<file path="config.mk">
export PLATFORM = sky130hd
export DESIGN_NAME = smc_xfer_seq2
export DESIGN_NICKNAME = d
export VERILOG_FILES = /design/src/rtl/smc_xfer_seq2.sv
export SDC_FILE = /design/constraint.sdc
export NUM_CORES = 1
export LEC_CHECK = 0
export ABC_AREA = 1
export CELL_PAD_IN_SITES_DETAIL_PLACEMENT = 1
export CELL_PAD_IN_SITES_GLOBAL_PLACEMENT = 2
export CORE_MARGIN = 3
export CORE_UTILIZATION = 25
export DETAILED_ROUTE_END_ITERATION = 10
export PLACE_DENSITY = 0.78
export RECOVER_POWER = 25
export SLEW_MARGIN = 0
export SYNTH_ARGS = -nofsm -noshare
export SYNTH_HDL_FRONTEND = slang
export SYNTH_SLANG_ARGS = --single-unit
</file>
<file path="constraint.sdc">
create_clock -name hclk2 -period 3.1 [get_ports hclk2]
set_input_delay 0.31 -clock hclk2 [delete_from_list [all_inputs] [get_ports hclk2]]
set_output_delay 0.31 -clock hclk2 [all_outputs]
set_load 0.02 [all_outputs]
</file>
<file path="src/rtl/smc_xfer_seq2.sv">
// Static memory controller transfer sequencer.
// Splits each accepted AHB transfer into MEM_DW-wide external beats, each
// made of optional SETUP, STROBE and optional HOLD phases. The beat address,
// lane, strobes and done flags are decoded from registered state. Read data
// is assembled lane by lane into read_data.
module smc_xfer_seq2 #(
  parameter int MEM_DW   = 8,
  parameter int T_SETUP  = 1,
  parameter int T_STROBE = 2,
  parameter int T_HOLD   = 1
) (
  input  logic                hclk2,
  input  logic                n_sys_reset2,
  input  logic                new_access,
  input  logic [31:0]         addr,
  input  logic [1:0]          xfer_size,
  input  logic                n_read,
  input  logic [31:0]         write_data,
  input  logic [MEM_DW-1:0]   mem_rdata,
  output logic                smc_idle,
  output logic                smc_done,
  output logic                mac_done,
  output logic [31:0]         read_data,
  output logic [31:0]         mem_addr,
  output logic                mem_cs_n,
  output logic                mem_oe_n,
  output logic                mem_we_n,
  output logic [MEM_DW/8-1:0] mem_be_n,
  output logic [MEM_DW-1:0]   mem_wdata
);

  typedef enum logic [1:0] {IDLE, SETUP, STROBE, HOLD} state_t;

  // A strobe length of 0 would leave no cycle to drive the strobe, so it
  // is stretched to 1.
  localparam int          STB_LEN   = (T_STROBE == 0) ? 1 : T_STROBE;
  localparam logic [3:0]  SET_LAST  = 4'((T_SETUP == 0) ? 0 : T_SETUP - 1);
  localparam logic [3:0]  STB_LAST  = 4'(STB_LEN - 1);
  localparam logic [3:0]  HLD_LAST  = 4'((T_HOLD == 0) ? 0 : T_HOLD - 1);
  localparam bit          NO_HOLD   = (T_HOLD == 0);
  localparam state_t      FIRST_PH  = (T_SETUP == 0) ? STROBE : SETUP;

  state_t      state_q, state_d;
  logic [3:0]  cnt_q, cnt_d;
  logic [1:0]  k_q, k_d;
  logic [31:0] addr_q, addr_d;
  logic [1:0]  size_q, size_d;
  logic        wr_q, wr_d;
  logic [31:0] read_data_q, read_data_d;

  logic [1:0]  last_k;
  logic [1:0]  lane8;
  logic [4:0]  lsb;
  logic        strobe_end;
  logic        beat_end;
  logic        xfer_end;
  logic        accept;

  // Index of the final beat for the registered transfer size.
  always_comb begin
    last_k = 2'd0;
    case (size_q)
      2'd0:    last_k = 2'd0;
      2'd1:    last_k = (MEM_DW == 8) ? 2'd1 : 2'd0;
      default: last_k = (MEM_DW == 8) ? 2'd3 : 2'd1;
    endcase
  end

  // Bit offset of the current beat's lane inside the 32-bit AHB word.
  always_comb begin
    lane8 = addr_q[1:0] + k_q;
    if (MEM_DW == 8) begin
      lsb = {lane8, 3'b000};
    end else begin
      lsb = {addr_q[1] ^ k_q[0], 4'b0000};
    end
  end

  assign strobe_end = (state_q == STROBE) && (cnt_q == STB_LAST);
  assign beat_end   = (strobe_end && NO_HOLD) ||
                      ((state_q == HOLD) && (cnt_q == HLD_LAST));
  assign xfer_end   = beat_end && (k_q == last_k);
  assign accept     = new_access && ((state_q == IDLE) || xfer_end);

  // Phase sequencing, beat stepping, read capture and transfer acceptance.
  always_comb begin
    state_d     = state_q;
    cnt_d       = cnt_q;
    k_d         = k_q;
    addr_d      = addr_q;
    size_d      = size_q;
    wr_d        = wr_q;
    read_data_d = read_data_q;

    if (strobe_end && !wr_q) begin
      read_data_d[lsb +: MEM_DW] = mem_rdata;
    end

    case (state_q)
      SETUP: begin
        if (cnt_q == SET_LAST) begin
          state_d = STROBE;
          cnt_d   = 4'd0;
        end else begin
          cnt_d = cnt_q + 4'd1;
        end
      end
      STROBE: begin
        if (cnt_q == STB_LAST) begin
          state_d = HOLD;
          cnt_d   = 4'd0;
        end else begin
          cnt_d = cnt_q + 4'd1;
        end
      end
      HOLD: begin
        cnt_d = cnt_q + 4'd1;
      end
      default: begin
        cnt_d = 4'd0;
      end
    endcase

    // The last cycle of a beat either opens the next beat or ends the transfer.
    if (beat_end) begin
      cnt_d = 4'd0;
      if (k_q != last_k) begin
        k_d     = k_q + 2'd1;
        state_d = FIRST_PH;
      end else begin
        state_d = IDLE;
      end
    end

    // Acceptance overrides everything: a back-to-back access skips IDLE and
    // discards the previous transfer's read data.
    if (accept) begin
      addr_d      = addr;
      size_d      = xfer_size;
      wr_d        = n_read;
      k_d         = 2'd0;
      cnt_d       = 4'd0;
      read_data_d = 32'd0;
      state_d     = FIRST_PH;
    end
  end

  // State and datapath registers; reset drops any transfer in flight.
  always_ff @(posedge hclk2 or negedge n_sys_reset2) begin
    if (!n_sys_reset2) begin
      state_q     <= IDLE;
      cnt_q       <= 4'd0;
      k_q         <= 2'd0;
      addr_q      <= 32'd0;
      size_q      <= 2'd0;
      wr_q        <= 1'b0;
      read_data_q <= 32'd0;
    end else begin
      state_q     <= state_d;
      cnt_q       <= cnt_d;
      k_q         <= k_d;
      addr_q      <= addr_d;
      size_q      <= size_d;
      wr_q        <= wr_d;
      read_data_q <= read_data_d;
    end
  end

  assign smc_idle  = (state_q == IDLE);
  assign smc_done  = beat_end;
  assign mac_done  = (state_q != IDLE) && (k_q == last_k);
  assign mem_cs_n  = (state_q == IDLE);
  assign mem_oe_n  = !((state_q == STROBE) && !wr_q);
  assign mem_we_n  = !((state_q == STROBE) && wr_q);
  assign read_data = read_data_q;
  assign mem_wdata = write_data[lsb +: MEM_DW];

  // A 16-bit bus steps in halfwords from an aligned base address.
  always_comb begin
    if (MEM_DW == 8) begin
      mem_addr = addr_q + {30'd0, k_q};
    end else begin
      mem_addr = {addr_q[31:1], 1'b0} + {29'd0, k_q, 1'b0};
    end
  end

  if (MEM_DW == 16) begin : g_be16
    // Byte accesses enable only the addressed half of the 16-bit bus.
    always_comb begin
      mem_be_n = 2'b11;
      if (state_q != IDLE) begin
        if (size_q == 2'd0) begin
          mem_be_n = addr_q[0] ? 2'b01 : 2'b10;
        end else begin
          mem_be_n = 2'b00;
        end
      end
    end
  end else begin : g_be8
    assign mem_be_n = {(MEM_DW/8){mem_cs_n}};
  end

endmodule

</file>
==> results of run 1 <==
[cell type report]
class                      instances  area (µm²)
clock inverter                     7       58.81
sequential                        75        1877
multi-input combinational        472        2341
clock buffer                       9       225.2
fill                            2131       10870
tap                              225       281.5
timing repair buffer             159        1602
inverter                          42       160.2
[per-stage QoR]
stage | power [µW] | instances
3_5_place_dp | 5573 | 973
2_1_floorplan | 3948 | 606
6_report | 6522 | 989
3_3_place_gp | 5482 | 973
5_1_grt | 7065 | 989
4_1_cts | 6648 | 989
[state kept, by name (all words and copies together) (netlist names)]
register   cells
wr_q           1
addr_q        32
size_q         2
read_data     32
k_q            2
state_q        2
cnt_q          4
[Yosys cell counts]
cell      instances  share of area (%)
o211ai_1          1               0.17
ha_1             15                4.2
nand2_1         236                 20
nor3_2            1               0.22
fa_1              1               0.45
o22ai_1           8                1.1
a21oi_1          25                2.8
xnor2_1          15                2.9
clkbuf_1          2               0.17
nor2_4            6                1.5
nand2_2           6               0.84
nand2_4           2               0.50
a21boi_0          1               0.17
nor2_2            1               0.14
inv_4             1               0.14
buf_2             5               0.56
xor2_1           16                3.1
nand3b_1          1               0.17
clkinv_1          1              0.084
inv_2             4               0.33
buf_6             5                1.3
buf_1             1              0.084
nor2_1           71                5.9
buf_4             4               0.67
nor3_1           19                2.1
nand3_1          18                2.0
o21ai_0          19                2.1
inv_1            36                3.0
nand3_2           1               0.22
dfrtp_1          75                 42
nand4_1           8                1.1
nand3_4           1               0.39
[path summary, 6_finish.rpt]
path / to / start / depth (start not counted)
worst max register to register: read_data[3] / k_q[0] / 10
min in group asynchronous: addr_q[16] / n_sys_reset2 / 1
max in group asynchronous: read_data[2] / n_sys_reset2 / 1
worst max-delay path: mem_wdata[3] / k_q[0] / 6
worst min-delay path: addr_q[27] / addr[27] / 3
worst min register to register: addr_q[31] / addr_q[31] / 2
[power groups by stage]
| stage | clock network (µW) | registers [µW] | logic (µW) |
|---|---|---|---|
| floorplan | 0 | 1640 | 2310 |
| global placement | 0 | 1670 | 3810 |
| detailed placement | 0 | 1690 | 3880 |
| CTS | 1050 | 1680 | 3910 |
| global route | 1100 | 1740 | 4220 |
| finish | 1020 | 1680 | 3830 |
[worst register-to-register path: stages, from the launching register on]
cell	delay, ns
dfrtp_1	0.42
ha_1	0.25
fa_2	0.56
inv_2	0.21
ha_1	0.20
clkinv_1	0.20
nor3_2	0.49
nand3_1	0.16
nand2_1	0.08
nand2_1	0.05
inv_1	0.07
[layer usage]
layer / routed length [µm] / vias to the layer above / track usage [%]
li1: - / 2220 / -
met1: 7173 / 2140 / 21.26
met2: 7801 / 79 / 27.45
met3: 484 / 20 / 2.424
met4: 342 / 0 / 5.966
met5: 0 / - / 0
[timing repair]
item,4_1_cts,5_1_grt
setup endpoints to repair,10,15
pin swaps,0,0
gates resized for setup,2,11
[cells by family after synthesis]
logic type      share of synthesized area, %
buf+inv                                6.297
compound gates                         6.353
xor+xnor                               6.046
fa+ha+maj                              4.625
simple gates                           34.88
flops                                  41.79
==> impl_metrics.json, run 1 <==
{
  "yosysWarningCount": 0,
  "avgSynthCellArea_um2": 7.410,
  "cts_num_sinks": 75,
  "cts_buffers": 9,
  "rows": 48,
  "violations": "max-capacitance violations, max-slew violations",
  "crit_path_max_fanout": 12,
  "cpPeakStageDelay_ns": 0.64,
  "p_leak_uw": 0.003066,
  "dr.pass1.iters": 4,
  "crit_family": "buffers and inverters",
  "clkTransAtPathRegs_ns": 0.06,
  "clkPwrFrac_pct": 15.6,
  "viasPerCell": 4.509,
  "placed_cell_area_mm2": 0.006231,
  "dpl_worst_slack_ns": 0.1173,
  "tns_ns": 0,
  "cts_tree": "done",
  "wl_per_cell_um": 15.98,
  "grt_pass1_wl_um": 25560,
  "wirelength_um": 15800,
  "grt_pass1_vias": 4801,
  "cap_violations": 1,
  "finalSetupViolations": 0,
  "fin_crit_ns": 3.012,
  "design_area_mm2": 0.006545,
  "fmax_mhz": 332.0,
  "swShare_pct": 48.66,
  "comb_power_share_pct": 58.7,
  "final_common_cell": "nand2_1",
  "synthDistinctLibCells": 32,
  "drive_gt1_share_pct": 6.152,
  "setup_slack_ns": 0.08839,
  "die_w_um": 140.0,
  "fin_crit_sh_pct": 97.15,
  "io_pins": 157,
  "grt_max_degree": 76,
  "synth_fp_nets": 700,
  "cpMaxStageDelayCell": "clkdlybuf4s50_1",
  "gp_congestion": 0.8799,
  "post_cts_buffers": 0,
  "synth_cells": 606,
  "slew_viol_final": 76,
  "outcome": "finished, violations left",
  "n_antenna_cell": 0,
  "chipHeight_um": 140.0,
  "fin_nets": 853,
  "area_growth_pct": 45.75,
  "ant_nets": 0,
  "design.core.area_mm2": 0.01742,
  "cp_cell_sequence": "ha_1 -> fa_2 -> inv_2 -> o21ai_0 -> o22ai_1 -> clkdlybuf4s50_1",
  "post-dp-hpwl_um": 12220,
  "clockBufferDepth": 2,
  "worstSetupEndpointType": "output pin",
  "ff2ff_setup_slack_ns": 0.36,
  "drt_iter0_markers": 221,
  "syn-cell-area_mm2": 0.004491,
  "critical_path_arrival_ns": 2.70,
  "worstPathRequired_ns": 2.79,
  "fin_skew_ns": 0.004266,
  "io_buffers": 156,
  "rsz0062_at_grt": "true",
  "cts-root-buf": "clkbuf_16",
  "power_density_mw_per_mm2": 996.4,
  "postCtsHoldBufs": 0,
  "grt_util_all_layers_pct": 16.30,
  "yosys_register_bits": 75,
  "whs_ns": 0.5010,
  "cp-start-kind": "register",
  "most-common-layout-cells": "236 x nand2_1, 146 x clkdlybuf4s50_1, 75 x dfrtp_1",
  "relSlewSlack_pct": -29.41,
  "p_sw_uw": 3174,
  "grt_overflow_total": 0,
  "path_buf_inv": 2,
  "hold_path.class": "in2reg",
  "clk_latency_ns": 0.34,
  "h-tree-depth": 3,
  "intPower_uw": 3348,
  "p_seq_share_pct": 25.7,
  "antenna_found_initial": 0,
  "final_util_pct": 37.58,
  "crit_type": "reg2out",
  "worstMarginPinSlew_ns": 1.941,
  "vias": 4459,
  "hold_viol_final": 0,
  "synth_seq_area_share_pct": 41.79,
  "start_util_pct": 25.78,
  "drc_errors": 0,
  "irDropWorstVdd_uv": 585.5,
  "die_area_mm2": 0.01961
}
No activity file was read; power rests on OpenSTA's default activity.
==> inputs of run 2 (changes only) <==
- GPL_ROUTABILITY_DRIVEN: default -> 0
- PLACE_DENSITY: 0.78 -> default
- PLACE_DENSITY_LB_ADDON: default -> 0.08
==> impl_metrics.json, run 2 (synthesized netlist as in run 1, its figures left out) <==
{
  "fin_crit_sh_pct": 94.84,
  "slew_viol_final": 76,
  "cp-startpoint": "k_q[0]",
  "grt_pass1_vias": 4656,
  "crit_path_max_fanout": 9,
  "post-dp-hpwl_um": 12400,
  "irDropWorstVdd_uv": 479.8,
  "die_w_um": 140.0,
  "dpl.cell_count": 977,
  "worstPathRequired_ns": 2.79,
  "ff2ff_setup_slack_ns": 0.30,
  "cts-root-buf": "clkbuf_16",
  "hp-start": "addr_q[0]",
  "cts_buffers": 9,
  "stdcell_count": 993,
  "clkTransAtPathRegs_ns": 0.06,
  "clk_latency_ns": 0.34,
  "die_area_mm2": 0.01961,
  "relSlewSlack_pct": -31.33,
  "grt_max_degree": 76,
  "fin_nets": 857,
  "placed_cell_area_mm2": 0.006261,
  "wirelength_um": 15730,
  "drive_gt1_share_pct": 6.641,
  "most-common-layout-cells": "236 x nand2_1, 143 x clkdlybuf4s50_1, 75 x dfrtp_1",
  "rsz0062_at_grt": "false",
  "fin_skew_ns": 0.008416,
  "critical_path_arrival_ns": 2.63,
  "start_util_pct": 25.78,
  "h-tree-depth": 3,
  "violations": "max-capacitance violations, max-slew violations",
  "crit_end": "mem_wdata[1]",
  "power_density_mw_per_mm2": 1010,
  "design_area_mm2": 0.006621,
  "p_leak_uw": 0.003117,
  "cts_tree": "done",
  "ant_nets": 0,
  "finalSetupViolations": 0,
  "rows": 48,
  "cap_violations": 1,
  "crit_type": "reg2out",
  "dr.pass1.iters": 4,
  "hold_path.class": "reg2reg",
  "fin_crit_ns": 2.940,
  "io_buffers": 156,
  "tns_ns": 0,
  "grt_overflow_total": 0,
  "grt_util_all_layers_pct": 16.28,
  "worstSetupEndpointType": "output pin",
  "postCtsHoldBufs": 0,
  "grt_pass1_wl_um": 25540,
  "hold_viol_final": 0,
  "design.core.area_mm2": 0.01742,
  "fmax_mhz": 340.1,
  "final_common_cell": "nand2_1",
  "cts_num_sinks": 75,
  "drc_errors": 0,
  "outcome": "finished, violations left",
  "cp-start-kind": "register",
  "viasPerCell": 4.477,
  "io_pins": 157,
  "worstMarginPinSlew_ns": 1.970,
  "clockBufferDepth": 2,
  "area_growth_pct": 47.45,
  "n_antenna_cell": 0,
  "worstReg2RegStart": "k_q[0]",
  "vias": 4446,
  "r2r_end": "read_data[3]",
  "drt_iter0_markers": 125,
  "reg2reg_depth": 10,
  "wl_per_cell_um": 15.84,
  "antenna_found_initial": 0,
  "chipHeight_um": 140.0
}
## run 2: worst min-delay path by stage
stage / endpoint / slack, ns / depth (start not counted)
after floorplan: addr_q[0] / 0.01 / 0
after global placement: addr_q[0] / 0.48 / 2
after detailed placement: addr_q[0] / 0.48 / 2
after CTS: addr_q[9] / 0.19 / 1
after global routing: wr_q / 0.49 / 3
final: addr_q[0] / 0.50 / 2
## run 2: area by class of cell
class,count,area [µm²]
Fill cell,2119,10800
Multi-Input combinational cell,472,2341
Sequential cell,75,1877
Timing Repair Buffer,163,1632
Tap cell,225,281.5
Clock buffer,10,239.0
Inverter,42,162.7
Clock inverter,6,88.84
## run 2: layer usage
metal	wire length, µm	part of all wire [%]	track usage (%)
met4	191	1.2	3.927
met5	0	0	0
met3	693	4.4	3.995
met2	7360	47	26.13
met1	7485	48	22.20
## run 2: critical path, stage by stage (launching register included)
cell and delay (ns):
dfrtp_1 0.41, ha_1 0.25, fa_2 0.68, o21ai_0 0.14, o22ai_1 0.18, clkdlybuf4s50_1 0.63
## run 2: report_power, final
group	internal [µW]	switching [µW]	total, µW
registers	1290	380	1670
logic	1530	2330	3860
clock network	727	430	1160
total	3540	3140	6690
## run 2: repair_timing
item                       in CTS  in global routing
gates resized for setup         4                 13
setup buffers                   0                  0
pin swaps                       0                  0
setup endpoints to repair      11                 12
## run 2: through the flow
stage | utilization, % | setup WS, ns | hold WS (ns) | power [µW]
after detailed placement | 35.95 | 0.1446 | 0.4834 | 5630
after global routing | 38.02 | 0.0003380 | 0.4931 | 7252
after global placement | 35.95 | 0.2698 | 0.4797 | 5559
after floorplan | - | 0.6305 | 0.01441 | 3948
final | 38.02 | 0.1598 | 0.4976 | 6685
after CTS | 37.83 | 0.02724 | 0.1896 | 6843
==> inputs of run 3 (changes only) <==
- CTS_CLUSTER_DIAMETER: default -> 200
==> results of run 3 <==
No change in the layout: final DEF, timing and power equal those of run 2.
